**src/rtl/gpio_sequence_monitor.sv**
```systemverilog
// Watches a GPIO bus for an ordered table of masked patterns and reports sticky
// pass / fail / timeout status. Inputs are synchronised and glitch-filtered first.
module gpio_sequence_monitor #(
   parameter int WIDTH      = 8,
   parameter int DEPTH      = 16,
   parameter int STABLE_CYC = 2,
   parameter int TMO_W      = 16
) (
   input  logic                      wb_clk_i,
   input  logic                      wb_rst_i,
   input  logic [WIDTH-1:0]          io_in,
   input  logic                      tbl_we,
   input  logic [$clog2(DEPTH)-1:0]  tbl_addr,
   input  logic [WIDTH-1:0]          tbl_exp,
   input  logic [WIDTH-1:0]          tbl_mask,
   input  logic [$clog2(DEPTH):0]    seq_len,
   input  logic [TMO_W-1:0]          timeout_lim,
   input  logic                      strict,
   input  logic                      start,
   input  logic                      abort,
   output logic                      busy,
   output logic                      pass,
   output logic                      fail,
   output logic                      tmo,
   output logic [$clog2(DEPTH):0]    step,
   output logic [WIDTH-1:0]          obs
);

   localparam int AW = $clog2(DEPTH);
   localparam int CW = (STABLE_CYC > 1) ? $clog2(STABLE_CYC) : 1;
   localparam logic [CW-1:0] STAB_LAST = CW'(STABLE_CYC - 1);
   localparam logic [AW:0]   LEN_MAX   = (AW+1)'(DEPTH);

   typedef enum logic [1:0] {IDLE, RUN, PASS, FAIL} state_t;

   state_t            state_q, state_d;
   logic [WIDTH-1:0]  sync_p0, sync_p1, obs_q;
   logic [CW-1:0]     stab_cnt;
   logic              settle;
   logic [WIDTH-1:0]  exp_mem  [DEPTH];
   logic [WIDTH-1:0]  mask_mem [DEPTH];
   logic [AW:0]       step_q, len_q, step_nxt;
   logic [TMO_W-1:0]  timer_q, lim_q, timer_inc;
   logic              strict_q, tmo_q;
   logic              match, last_hit, strict_miss, timer_hit;

   function automatic logic [TMO_W-1:0] sat_inc(input logic [TMO_W-1:0] v);
      return (&v) ? v : v + TMO_W'(1);
   endfunction

   function automatic logic [AW:0] clamp_len(input logic [AW:0] v);
      return (v > LEN_MAX) ? LEN_MAX : v;
   endfunction

   // Stage p0/p1: two-flop synchroniser, then the settle filter feeding obs
   always_ff @(posedge wb_clk_i or posedge wb_rst_i) begin
      if (wb_rst_i) begin
         sync_p0  <= '0;
         sync_p1  <= '0;
         stab_cnt <= '0;
         obs_q    <= '0;
         settle   <= 1'b0;
      end else begin
         sync_p0 <= io_in;
         sync_p1 <= sync_p0;
         if (sync_p0 != sync_p1)
            stab_cnt <= '0;
         else if (stab_cnt != STAB_LAST)
            stab_cnt <= stab_cnt + CW'(1);
         settle <= 1'b0;
         if (stab_cnt == STAB_LAST) begin
            obs_q  <= sync_p1;
            settle <= (sync_p1 != obs_q);
         end
      end
   end

   // Table survives reset; it is only writable while no check is running
   always_ff @(posedge wb_clk_i) begin
      if (tbl_we && state_q != RUN) begin
         exp_mem[tbl_addr]  <= tbl_exp;
         mask_mem[tbl_addr] <= tbl_mask;
      end
   end

   always_comb begin
      match       = (((obs_q ^ exp_mem[step_q[AW-1:0]]) & mask_mem[step_q[AW-1:0]]) == '0);
      step_nxt    = step_q + (AW+1)'(1);
      last_hit    = (step_nxt == len_q);
      timer_inc   = sat_inc(timer_q);
      timer_hit   = (lim_q != '0) && (timer_inc == lim_q);
      strict_miss = strict_q && settle;
   end

   always_ff @(posedge wb_clk_i or posedge wb_rst_i) begin
      if (wb_rst_i)
         state_q <= IDLE;
      else
         state_q <= state_d;
   end

   // Match wins over strict mismatch and timeout in the same cycle
   always_comb begin
      state_d = state_q;
      if (abort) begin
         state_d = IDLE;
      end else begin
         case (state_q)
            RUN: begin
               if (match) begin
                  if (last_hit)
                     state_d = PASS;
               end else if (strict_miss || timer_hit) begin
                  state_d = FAIL;
               end
            end
            default: begin
               if (start)
                  state_d = (clamp_len(seq_len) == '0) ? PASS : RUN;
            end
         endcase
      end
   end

   always_ff @(posedge wb_clk_i or posedge wb_rst_i) begin
      if (wb_rst_i) begin
         step_q   <= '0;
         timer_q  <= '0;
         tmo_q    <= 1'b0;
         len_q    <= '0;
         lim_q    <= '0;
         strict_q <= 1'b0;
      end else if (abort) begin
         step_q  <= '0;
         timer_q <= '0;
         tmo_q   <= 1'b0;
      end else if (state_q != RUN && start) begin
         step_q   <= '0;
         timer_q  <= '0;
         tmo_q    <= 1'b0;
         len_q    <= clamp_len(seq_len);
         lim_q    <= timeout_lim;
         strict_q <= strict;
      end else if (state_q == RUN) begin
         if (match) begin
            step_q  <= step_nxt;
            timer_q <= '0;
         end else begin
            timer_q <= timer_inc;
            if (timer_hit)
               tmo_q <= 1'b1;
         end
      end
   end

   always_comb begin
      busy = (state_q == RUN);
      pass = (state_q == PASS);
      fail = (state_q == FAIL);
      tmo  = tmo_q;
      step = step_q;
      obs  = obs_q;
   end

endmodule

```
**config.mk**
```make
export PLATFORM = sky130hd
export DESIGN_NAME = gpio_sequence_monitor
export DESIGN_NICKNAME = d
export VERILOG_FILES = /design/src/rtl/gpio_sequence_monitor.sv
export SDC_FILE = /design/constraint.sdc
export NUM_CORES = 1
export LEC_CHECK = 0
export BUFFER_PORTS_ARGS = -buffer_cell sky130_fd_sc_hd__buf_2
export CORE_UTILIZATION = 45
export DETAILED_ROUTE_END_ITERATION = 12
export PLACE_DENSITY = 0.65
export SKIP_LAST_GASP = 1
export SYNTH_ARGS = -nofsm -noshare
export SYNTH_HDL_FRONTEND = slang
export SYNTH_SLANG_ARGS = --single-unit
```
**constraint.sdc**
```tcl
create_clock -name wb_clk_i -period 3.5 [get_ports wb_clk_i]
set_input_delay 0.525 -clock wb_clk_i [delete_from_list [all_inputs] [get_ports wb_clk_i]]
set_output_delay 0.525 -clock wb_clk_i [all_outputs]
set_load 0.01 [all_outputs]
```
Word level (Yosys, flattened, before mapping)

Memories as Yosys holds them, arrays and structs flattened.
Cells that the tools add are included.
Widths: inputs -> output; s select.

Reductions and logical operators: 17
Bitwise operators: 3
$add $sub $neg: 3
Multiplexer cells: 27
$lt $le $gt $ge: 1
Equality and inequality tests: 11

Operator list:

| cell                  | number |
|---|---|
| $mux 16               | 5 |
| $mux 5                | 5 |
| $add 16x1->16 const B | 1 |
| $eq 16x16->1          | 1 |
| $ne 8x8->1            | 2 |
| $reduce_and 16->1     | 1 |
| $reduce_bool 16->1    | 1 |
| $mux 2                | 7 |
| $reduce_bool 3->1     | 4 |
| $mux 1                | 10 |
| $and 8x8->8           | 1 |
| $logic_not 8->1       | 1 |
| $xor 8x8->8           | 1 |
| $reduce_and 3->1      | 2 |
| $add 5x1->5 const B   | 1 |
| $eq 5x5->1            | 1 |
| $gt 5x5->1 const B    | 1 |
| $logic_not 5->1       | 1 |
| $eq 2x2->1 const B    | 2 |
| $logic_and 1x1->1     | 4 |
| $ne 4x2->1 const B    | 1 |
| $ne 4x3->1 const B    | 1 |
| $reduce_and 2->1      | 2 |
| $ne 3x2->1 const B    | 1 |
| other kinds (5)       | 5 |

Logic and storage cells: 76
Bits in writable memories: 256
Output and inout bits: 17
Bits in registers: 72
Memories: 2

Memory list:

| memory   | depth | width | rd ports | clocked after memory_dff | wr ports | line | RTL |
|---|---|---|---|---|---|---|---|
| exp_mem  | 16    | 8     | 1        | 0                        | 1        | 40   | `logic [WIDTH-1:0] exp_mem [DEPTH];` |
| mask_mem | 16    | 8     | 1        | 0                        | 1        | 41   | `logic [WIDTH-1:0] mask_mem [DEPTH];` |

Logic depth before layout (Yosys ltp)

Word-level depth: 9
Mapped depth: 13

Least setup slack after synthesis

OpenSTA, ideal clock, no wires.

Path type: register to register
From: register timer_q[0]
To: register tmo_q, in the netlist tmo
Cell stages (with the launch flop): 11
Arrival: 2.978 ns
Path slack: 0.444 ns
Period minus slack after synthesis: 3.056 ns
Required time: 3.422 ns
Cells stage by stage: dfrtp_1 > ha_1 > nand4_2 > nor4_1 > clkbuf_1 > mux2_2 > nor4_1 > nand4_1 > nor4b_2 > or3b_1 > a21oi_1

Longest elaborated chain between the ends: 6
Elaborated cells between the ends (all ways): 7

Ends and longest elaborated chain:

| what                                                      | line | RTL |
|---|---|---|
| start: declaration                                        | 43   | `logic [TMO_W-1:0] timer_q, lim_q, timer_inc;` |
| start signal: assignment                                  | 149  | `timer_q <= timer_inc;` |
| $add 16x1->16 / $reduce_and 16->1 (equally long branches) | 48   | `return (&v) ? v : v + TMO_W'(1);` |
| $mux 16 *                                                 | 48   |  |
| $eq 16x16->1 *                                            | 91   | `timer_hit = (lim_q != '0) && (timer_inc == lim_q);` |
| $logic_and 1x1->1 *                                       | 91   |  |
| $reduce_bool 3->1 (no line) *                             | -    |  |
| $reduce_and 3->1 (no line) *                              | -    |  |
| end signal: assignment                                    | 129  | `tmo_q <= 1'b0;` |
| end signal: assignment                                    | 136  | `tmo_q <= 1'b0;` |
| end signal: assignment                                    | 140  | `tmo_q <= 1'b0;` |
| end: declaration                                          | 44   | `logic strict_q, tmo_q;` |

Mark *: on every way between the ends. The rest lies on a longest branch, timed or not.
A chain may end at the register's enable or synchronous reset.

Final worst setup path

From: register step_q[0], in the netlist step[0]
To: register step_q[1], in the netlist step[1]

Longest elaborated chain between the ends: 6
Elaborated cells between the ends (all ways): 12

Ends and longest elaborated chain:

| what                        | line | RTL |
|---|---|---|
| start: declaration          | 42   | `logic [AW:0] step_q, len_q, step_nxt;` |
| start signal: assignment    | 146  | `step_q <= step_nxt;` |
| $mem_v2 16x8                | -    |  |
| $xor 8x8->8                 | 87   | `match = (((obs_q ^ exp_mem[step_q[AW-1:0]]) & mask_mem[step_q[AW-1:0]]) == '0);` |
| $and 8x8->8                 | 87   |  |
| $logic_not 8->1             | 87   |  |
| $reduce_bool 3->1 (no line) | -    |  |
| $reduce_and 2->1 (no line)  | -    |  |

Several ways; a longest one is shown, not always the timed one. The select of a mux whose other input is x is not followed.

==> impl_results.md <==
* Status: completed
* GR Overflow Total at 0
* Core area at 31000 sq um
* CP Launch Type: register
* End of the critical path: step[1]$_DFFE_PP0P_
* Vias in the first global route at 8638
* Critical R2R Launch: step[0]$_DFFE_PP0P_
* Setup-failing EPs final at 0
* Share of the synthesized area in the top cell type at 53.6%
* Via count at 8744
* Post-Syn Instances at 959
* Post-route cell area at 16700 sq um
* RSZ-0062 raised after global routing: yes
* CP startpoint: step[0]$_DFFE_PP0P_
* R2R cell count at 11
* Clk pin slew, worst setup/hold paths at 0.06 ns
* Area after DPL at 15500 sq um
* CP Data Arrival Time at 3.82 ns
* Final period utilization at 97.7%
* VDD IR-drop max at 0.000398 V
* Max_cap viols at 0
* DRC Markers at 0
* Required @ worst endpoint at 3.90 ns
* Slew of the pin with the lowest slew margin at 0.716 ns
* Vias per cell at 5.82
* Crit. End Element: register
* Max Freq at 292 MHz
* CP max FO at 11
* CP max stage delay at 0.55 ns
* RePlAce Congestion at 0.860
* Clk_skew at 0.0123 ns
* CTS tree: built
* Most common library cells after synthesis: edfxtp_1, dfrtp_1, mux2i_1, xor2_1, nor2_1
* Reg-to-reg endpoint: step[1]$_DFFE_PP0P_
* Synth Area per Inst at 14.9 sq um
* Layout cell share with drive strength beyond 1 at 25.2%
* Yosys cell types at 80
* Htree depth at 2
* Min Tclk post-route at 3.42 ns
* Post-Synthesis Net Count at 1016
* Fillers at 2538
* YS warnings at 0
* Routed Antenna Nets at 0
* Final WL at 33900 microns
* Initial DRC Count at 878
* Slew HR at 52.3%
* Post-synthesis instance area at 14300 sq um
* Cells along the critical path: buf_12 > mux4_2 > xor2_1 > a221oi_2 > a21boi_1 > o2111ai_1 > buf_4 > a31oi_1 > buf_4 > nand2_1 > a31oi_1
* Reg2Reg Setup Slack at 0.08 ns
* I/O pin cnt at 72
* FP Rows at 64
* Area leader, netlist: edfxtp_1
* Wire per inst at 22.5 microns
* Finished Core Util at 54.0%
* Power per cell area at 530 nW/um^2
* Worst min path class: input port to asynchronous set/reset pin
* Layout Nets at 1138
* Pleak at 0.00590 uW
* WHS at 0.0511 ns
* Top Family by Delay on Critical Path: compound AO/OA/AOI/OAI gates
* CTS Sinks at 328
* Main synth FF type: edfxtp_1
* Area Growth Syn to Fin at 16.7%
* WP buf/inv at 3
* EDFF count, synth at 256
* Root Buffer Master: clkbuf_16
* Most frequent cell after synthesis: edfxtp_1
* Synth Register Bits at 328
* CTS Hold Bufs at 0
* Layout Cells excl Fill at 1502
* Async set-reset flop share out of synthesis at 22.0%
* CP max-delay cell: dfrtp_4
* Initial antenna violation count at 1
* Die width at 180 microns
* Die Ht at 180 microns
* Worst skew pair latency at 0.52 ns
* First drt pass iteration count at 5
* Input/output buffers at 71
* Placed cell count at 1439
* Largest net degree at the start of global routing at 50
* First-pass GRT wire length at 51400 microns
* Worst path depth at 11
* Crit Path Category: register to register
* Clock buffer count from CTS at 35
* Starting Density at 46.3%
* Die Area at 32600 sq um
* Overall routing resource usage at 21.0%
* Synth area leaders: edfxtp_1, dfrtp_1, mux2i_1
* Power consumption at 8870 uW
* Post-DP HPWL at 21800 microns
* Slew Viols, Final at 0
* Max Buffers Root-to-Sink at 3
* Seq/Total Area, Yosys at 66.2%
* Endpoints failing hold at 0
[flip-flops by register name, indices dropped and copies added, names as in the netlist]
register / cells
exp_mem: 128
tmo: 1
timer_q: 16
stab_cnt: 1
sync_p1: 8
sync_p0: 8
strict_q: 1
mask_mem: 128
lim_q: 16
settle: 1
len_q: 5
step: 5
obs: 8
state_q: 2
[through the flow]
| stage | worst slack [ns] | setup TNS [ns] |
|---|---|---|
| floorplan | 0.444 | 0 |
| global placement | -0.127 | -0.539 |
| detailed placement | -0.0452 | -0.108 |
| CTS | 0.00117 | 0 |
| global route | -0.0167 | -0.0167 |
| finish | 0.0811 | 0 |
[layer usage]
metal  routed length (microns)  share of wire [%]  GRT usage (%)
met2                     16000                 47           34.2
met4                       810                2.4           5.81
met3                      2220                6.6           3.74
met5                         0                  0              0
met1                     14800                 44           29.0
[worst min path at each step]
stage                                    start              endpoint  slack [ns]  cells past startpoint
after floorplan           sync_p0[0]$_DFF_PP0_  sync_p1[0]$_DFF_PP0_        0.37                      0
after global placement    sync_p0[6]$_DFF_PP0_  sync_p1[6]$_DFF_PP0_        0.38                      0
after detailed placement  sync_p0[5]$_DFF_PP0_  sync_p1[5]$_DFF_PP0_        0.38                      0
after CTS                             wb_rst_i  sync_p0[3]$_DFF_PP0_        0.06                      2
after global routing                  io_in[2]  sync_p0[2]$_DFF_PP0_        0.09                      1
final                                 wb_rst_i  sync_p0[0]$_DFF_PP0_        0.05                      2
[cells in the final DEF (no fill, tap or decap), types with 6 or more instances in the layout]
cell type,Yosys,final
a21o_1,7,7
a21oi_1,7,7
a221oi_1,9,8
a31oi_1,7,7
and2_1,9,9
buf_12,0,6
buf_2,19,71
buf_4,9,56
clkbuf_1,16,6
clkbuf_16,0,36
dfrtp_1,72,70
edfxtp_1,256,256
inv_1,22,21
mux2_2,35,35
mux2i_1,60,60
mux4_2,24,24
nand2_1,39,39
nand2b_1,13,13
nand3_1,13,13
nand4_1,12,12
nor2_1,46,40
nor2_2,0,6
nor3_1,23,18
nor3b_1,7,7
nor4_1,17,15
o21ai_0,31,31
xnor2_1,42,42
xor2_1,48,48
[cell families after synthesis]
family | Yosys count | share of synthesized area [%]
AO/OA/AOI/OAI | 122 | 6.14
XOR/XNOR | 90 | 5.50
adder cells (fa/ha/maj) | 2 | 0.175
buffers and inverters | 72 | 2.34
flip-flops | 328 | 66.2
multiplexers | 119 | 10.7
AND/OR/NAND/NOR | 226 | 8.94
[layout make-up]
| cell class | count | area [sq um] | area share (%) |
|---|---|---|---|
| repair buffers | 134 | 911 | 5.45 |
| diodes | 1 | 2.50 | 0.0150 |
| well taps | 396 | 495 | 2.96 |
| inverters | 23 | 86.3 | 0.516 |
| multi-input cells | 559 | 4570 | 27.3 |
| clock inverters | 19 | 240 | 1.44 |
| flip-flops and latches | 328 | 9500 | 56.8 |
| clock buffers | 42 | 923 | 5.52 |
[where the power goes]
| group | internal, uW | leakage [uW] | switching [uW] |
|---|---|---|---|
| Sequential | 4320 | 0.00323 | 145 |
| Clock | 2260 | 0.000564 | 1480 |
| Combinational | 303 | 0.00211 | 360 |
| Total | 6880 | 0.00590 | 1990 |
[repair_timing]
action                     in CTS  in global routing
gates resized for setup         1                  4
setup buffers                   0                  1
setup endpoints to repair      10                 22
Power figures use the tool's default switching activity.
